===== config.mk =====
export PLATFORM = sky130hd
export DESIGN_NAME = encoder16x4_drain
export DESIGN_NICKNAME = d
export VERILOG_FILES = /design/src/rtl/encoder16x4_drain_pkg.sv /design/src/rtl/encoder16x4_drain_lsb_encoder16.sv /design/src/rtl/encoder16x4_drain.sv
export SDC_FILE = /design/constraint.sdc
export NUM_CORES = 1
export LEC_CHECK = 0
export CAP_MARGIN = 20
export CORE_MARGIN = 2
export CORE_UTILIZATION = 45
export DETAILED_ROUTE_END_ITERATION = 7
export MAX_ROUTING_LAYER = met4
export PLACE_DENSITY = 0.7
export SLEW_MARGIN = 20
export SYNTH_ARGS = -nofsm -noshare
export SYNTH_HDL_FRONTEND = slang
export SYNTH_HIERARCHICAL = 1
export SYNTH_SLANG_ARGS = --single-unit
export TNS_END_PERCENT = 10

===== constraint.sdc =====
create_clock -name clk -period 6 [get_ports clk]
set_input_delay 1.8 -clock clk [delete_from_list [all_inputs] [get_ports clk]]
set_output_delay 1.8 -clock clk [all_outputs]
set_load 0.02 [all_outputs]

===== src/rtl/encoder16x4_drain_pkg.sv =====
// Shared widths and FSM encoding for the 16-to-4 draining encoder.
package encoder16x4_drain_pkg;
  localparam int N_IN   = 16;
  localparam int W_CODE = $clog2(N_IN);

  typedef enum logic {
    IDLE  = 1'b0,
    DRAIN = 1'b1
  } state_t;
endpackage


===== src/rtl/encoder16x4_drain_lsb_encoder16.sv =====
// Lowest-set-bit encoder: bit 0 has highest priority; also flags nonzero and single-bit vectors.
module lsb_encoder16
  import encoder16x4_drain_pkg::*;
(
  input  logic [N_IN-1:0]   vec,
  output logic [W_CODE-1:0] code,
  output logic              any,
  output logic              single
);

  always_comb begin
    code = '0;
    // Walk downward so the lowest set bit is the last one written.
    for (int i = N_IN - 1; i >= 0; i--) begin
      if (vec[i]) code = W_CODE'(i);
    end
  end

  assign any    = |vec;
  assign single = any && ((vec & (vec - N_IN'(1))) == '0);

endmodule


===== src/rtl/encoder16x4_drain.sv =====
// Accepts a request vector and emits the index of each set bit, lowest first, one per handshake.
module encoder16x4_drain
  import encoder16x4_drain_pkg::*;
(
  input  logic              clk,
  input  logic              rst_n,
  input  logic              in_valid,
  output logic              in_ready,
  input  logic [N_IN-1:0]   in_vec,
  output logic              out_valid,
  input  logic              out_ready,
  output logic [W_CODE-1:0] out_code,
  output logic              out_last,
  output logic              out_multi,
  output logic              err_zero,
  output logic              busy
);

  state_t            state;
  logic [N_IN-1:0]   pend;
  logic [W_CODE-1:0] pend_code;
  logic              pend_any;
  logic              pend_single;
  logic [W_CODE-1:0] in_code_unused;
  logic              in_any;
  logic              in_single;

  lsb_encoder16 u_pend_enc (
    .vec    (pend),
    .code   (pend_code),
    .any    (pend_any),
    .single (pend_single)
  );

  lsb_encoder16 u_in_enc (
    .vec    (in_vec),
    .code   (in_code_unused),
    .any    (in_any),
    .single (in_single)
  );

  always_ff @(posedge clk or negedge rst_n) begin
    if (!rst_n) begin
      state     <= IDLE;
      pend      <= '0;
      out_multi <= 1'b0;
      err_zero  <= 1'b0;
    end else begin
      err_zero <= 1'b0;
      unique case (state)
        IDLE: begin
          if (in_valid) begin
            if (!in_any) begin
              err_zero <= 1'b1;
            end else begin
              pend      <= in_vec;
              out_multi <= !in_single;
              state     <= DRAIN;
            end
          end
        end
        DRAIN: begin
          if (out_ready) begin
            // Clearing the lowest set bit is exactly the bit currently on out_code.
            pend <= pend & (pend - N_IN'(1));
            if (pend_single) begin
              out_multi <= 1'b0;
              state     <= IDLE;
            end
          end
        end
        default: state <= IDLE;
      endcase
    end
  end

  // pend is zero whenever the block is idle, so code and last fall to 0 there.
  assign in_ready  = (state == IDLE);
  assign out_valid = (state == DRAIN);
  assign busy      = (state == DRAIN);
  assign out_code  = pend_code;
  assign out_last  = pend_single && pend_any;

endmodule


Word-level counts from Yosys, hierarchy flattened
Index checks and enable logic that the tools add are counted.
- bits of input ports: 20
- register bits after elaboration: 19
- logic and storage cells: 56
- output and inout bits: 10
- bitwise gates (word level): 3
- equality and inequality tests: 4
- $add $sub $neg: 2
- mux-type cells: 33
- reduce and logical (&&, ||, !) cells: 10
- operator list (cell ; number):
    $mux 4 ; 16
    $mux 16 ; 3
    $and 16x16->16 ; 2
    $logic_not 16->1 ; 2
    $pmux 16 s2 ; 1
    $reduce_or 16->1 ; 2
    $sub 16x1->16 const B ; 2
    $mux 1 ; 11
    $ne 2x1->1 const B ; 2
    $ne 2x2->1 const B ; 2
    $pmux 1 s2 ; 2
    $reduce_and 4->1 ; 1
    $logic_and 1x1->1 ; 3
    $reduce_and 3->1 ; 1
    $logic_not 1->1 ; 1
    $not 1->1 ; 1

Longest topological paths before layout
- word-level depth: 16
- mapped depth: 9
- gate-level depth less buffers: 8

Hierarchy
Netlist, hierarchy kept.
- modules (own cells, without submodules) (module ; instances ; cells each ; area each (µm²) ; seq. area each (µm²)):
    encoder16x4_drain ; 1 ; 99 ; 974.7 ; 475.5
    lsb_encoder16 ; 2 ; 51 ; 327.8 ; 0.0

Worst setup path after synthesis
OpenSTA, ideal clock, no wires.
- path kind: register to output
- from: register pend[7]
- to: output out_last
- stages on the path, launching flop included: 7
- path buffers: 0
- required time: 4.200 ns
- data arrival time: 1.775 ns
- path slack: 2.425 ns
- cell sequence: dfrtp_1 > nor4_4 > nand2_2 > o41ai_2 > nor2_1 > nor4_2 > and2_1
- longest elaborated chain between the ends: 5
- elaborated cells on any way between the ends: 6
- those cells by class: add/sub (1); bitwise (1); reduce/logical (4)
- RTL lines (what ; line ; source):
    from (decl) ; encoder16x4_drain.sv:20 ; logic [N_IN-1:0] pend;
    from (signal assigned) ; encoder16x4_drain.sv:56 ; pend <= in_vec;
    from (signal assigned) ; encoder16x4_drain.sv:65 ; pend <= pend & (pend - N_IN'(1));
    $sub 16x1->16 ; encoder16x4_drain_lsb_encoder16.sv:20 ; assign single = any && ((vec & (vec - N_IN'(1))) == '0);
    $and 16x16->16 ; encoder16x4_drain_lsb_encoder16.sv:20 ;
    $logic_not 16->1 ; encoder16x4_drain_lsb_encoder16.sv:20 ;
    $logic_and 1x1->1 (*) ; encoder16x4_drain_lsb_encoder16.sv:20 ;
    net pend_single ; encoder16x4_drain.sv:23 ; logic pend_single;
    $logic_and 1x1->1 (*) ; encoder16x4_drain.sv:82 ; assign out_last = pend_single && pend_any;
    to (decl) ; encoder16x4_drain.sv:13 ; output logic out_last,
The timed path passes the listed nets; every way through them passes the cells marked *.

Final worst setup path
Same ends and word-level chain as after synthesis.

==> results_dict.tcl <==
set metrics [dict create \
    outcome "finished, final reports clean" \
    vias_per_cell 6.15 \
    htreeDepth 1 \
    place.gp.congestion 0.804 \
    fmax_mhz 214 \
    numCtsBuffers 3 \
    regArea_um2 475 \
    hold_buffers 0 \
    die_area_um2 3840 \
    initial_utilization 0.461 \
    endpoint "out_last" \
    tns_ns 0 \
    maxCapViolCount 0 \
    grt_max_degree 23 \
    final.period_utilization 0.780 \
    r2r_start "pend[7]" \
    slew_headroom 0.415 \
    drc_errors 0 \
    drtIter0Drc 97 \
    r2r_end "out_multi" \
    core_um2 3280 \
    grt_pass1_vias 1387 \
    fp.dieW_um 62.0 \
    worstSetupStartpointType "register" \
    path_max_fanout 12 \
    maxSlewViolCount 0 \
    io_pins 30 \
    crit_type "reg2out" \
    grt_pass1_wl_mm 6.47 \
    cts_tree "yes" \
    synth_area_um2 1510 \
    ir_drop_uv 207 \
    antenna_found_initial 0 \
    crit_arrival_ns 2.88 \
    critPathLaunch "pend[7]" \
    preCtsSetupSlack_ns 1.72 \
    vias 1556 \
    postSynthCellCount 180 \
    clk_pin_slew_ns 0.12 \
    syn_nets 200 \
    ys_warn_count 6 \
    drt-total-wl_mm 4.09 \
    ant_nets 0 \
    grt_usage 0.233 \
    nFillCells 326 \
    final_common_cell "clkdlybuf4s50_1" \
    dp_hpwl_mm 3.07 \
    multi_input_area_um2 976 \
    std_cell_rows 21 \
    final_hold_viol_count 0 \
    fp.dieH_um 62.0 \
    numClockSinks 19 \
    cp-end-kind "output port" \
    powerDensity_nw_per_um2 498 \
    firstDrtPassIters 4 \
    reg2reg_depth 8 \
    rrSetupSlack_ns 3.72 \
    rsz0062_at_grt "no" \
    postSynthAreaPerCell_um2 8.40 \
    crit_required_ns 4.20 \
    overflow 0 \
    io_buffers 29 \
    syn2layout_area_growth_pct 22.9 \
    most-common-layout-cells "clkdlybuf4s50_1, nor2_1, dfrtp_1" \
    skew_ns 0.0117 \
    clk_latency_ns 0.31 \
    clockRootBuffer "clkbuf_4" \
    antenna_cells 0 \
    final_util 0.566 \
    nNetsFinal 228 \
    power_leakage_nw 0.709 \
    post_cts_resized 0 \
    hold_class "reg2reg" \
    cts_setup_buffers 0 \
    wl_per_cell_um 16.2 \
    period_needed_ns 4.68 \
    clock_path_buffers 2 \
    layout_setup_ws_ns 1.32 \
    drive_gt1_frac 0.0773 \
    setup_viol 0 \
    worstMarginPinSlew_ns 0.874 \
]
==> metrics by stage <==
stage	area [µm²]	hold slack, ns	power (mW)	std cells
finish	1860	0.545	0.926	253
global route	1860	0.578	0.995	253
CTS	1860	0.541	0.921	253
detailed placement	1830	0.506	0.854	249
global placement	1830	0.510	0.838	249
floorplan	1510	0.591	0.665	180
==> power breakdown <==
group / internal, mW / switching (mW)
combinational: 0.267 / 0.277
sequential: 0.178 / 0.136
clock: 0.0260 / 0.0421
==> state kept, by name (all words and copies together), names as in the netlist <==
| signal | cells |
|---|---|
| err_zero | 1 |
| busy | 1 |
| pend | 16 |
| out_multi | 1 |
==> how the worst min path moves through the flow <==
stage                         start         to  slack [ns]  cells past startpoint
final                     out_multi  out_multi        0.55                      2
after floorplan            pend[15]   pend[15]        0.59                      2
after CTS                 out_multi  out_multi        0.54                      2
after detailed placement  out_multi  out_multi        0.51                      2
after global placement    out_multi  out_multi        0.51                      2
after global routing      out_multi  out_multi        0.58                      2
==> critical path: stages, from the launching register on <==
cell,delay (ns)
dfrtp_1,0.56
nor4_4,0.43
nand2_2,0.14
o41ai_2,0.22
nor2_1,0.09
nor4_2,0.33
and2_1,0.19
clkdlybuf4s50_1,0.60
==> area by class of cell <==
type	instances	area share
repair buffers	29	0.156
multi-input cells	146	0.525
flip-flops and latches	19	0.256
inverters	9	0.0182
clock buffers	4	0.0141
well taps	46	0.0310
==> routing by layer <==
layer | global-route usage | wire length [µm] | part of all wire | up-vias
met5 | - | 0 | 0 | -
met1 | 0.317 | 1930 | 0.47 | 753
met4 | 0.0638 | 58 | 0.014 | 0
met3 | 0.0124 | 161 | 0.039 | 5
li1 | - | - | - | 748
met2 | 0.378 | 1940 | 0.47 | 50
Power figures use the tool's default switching activity.
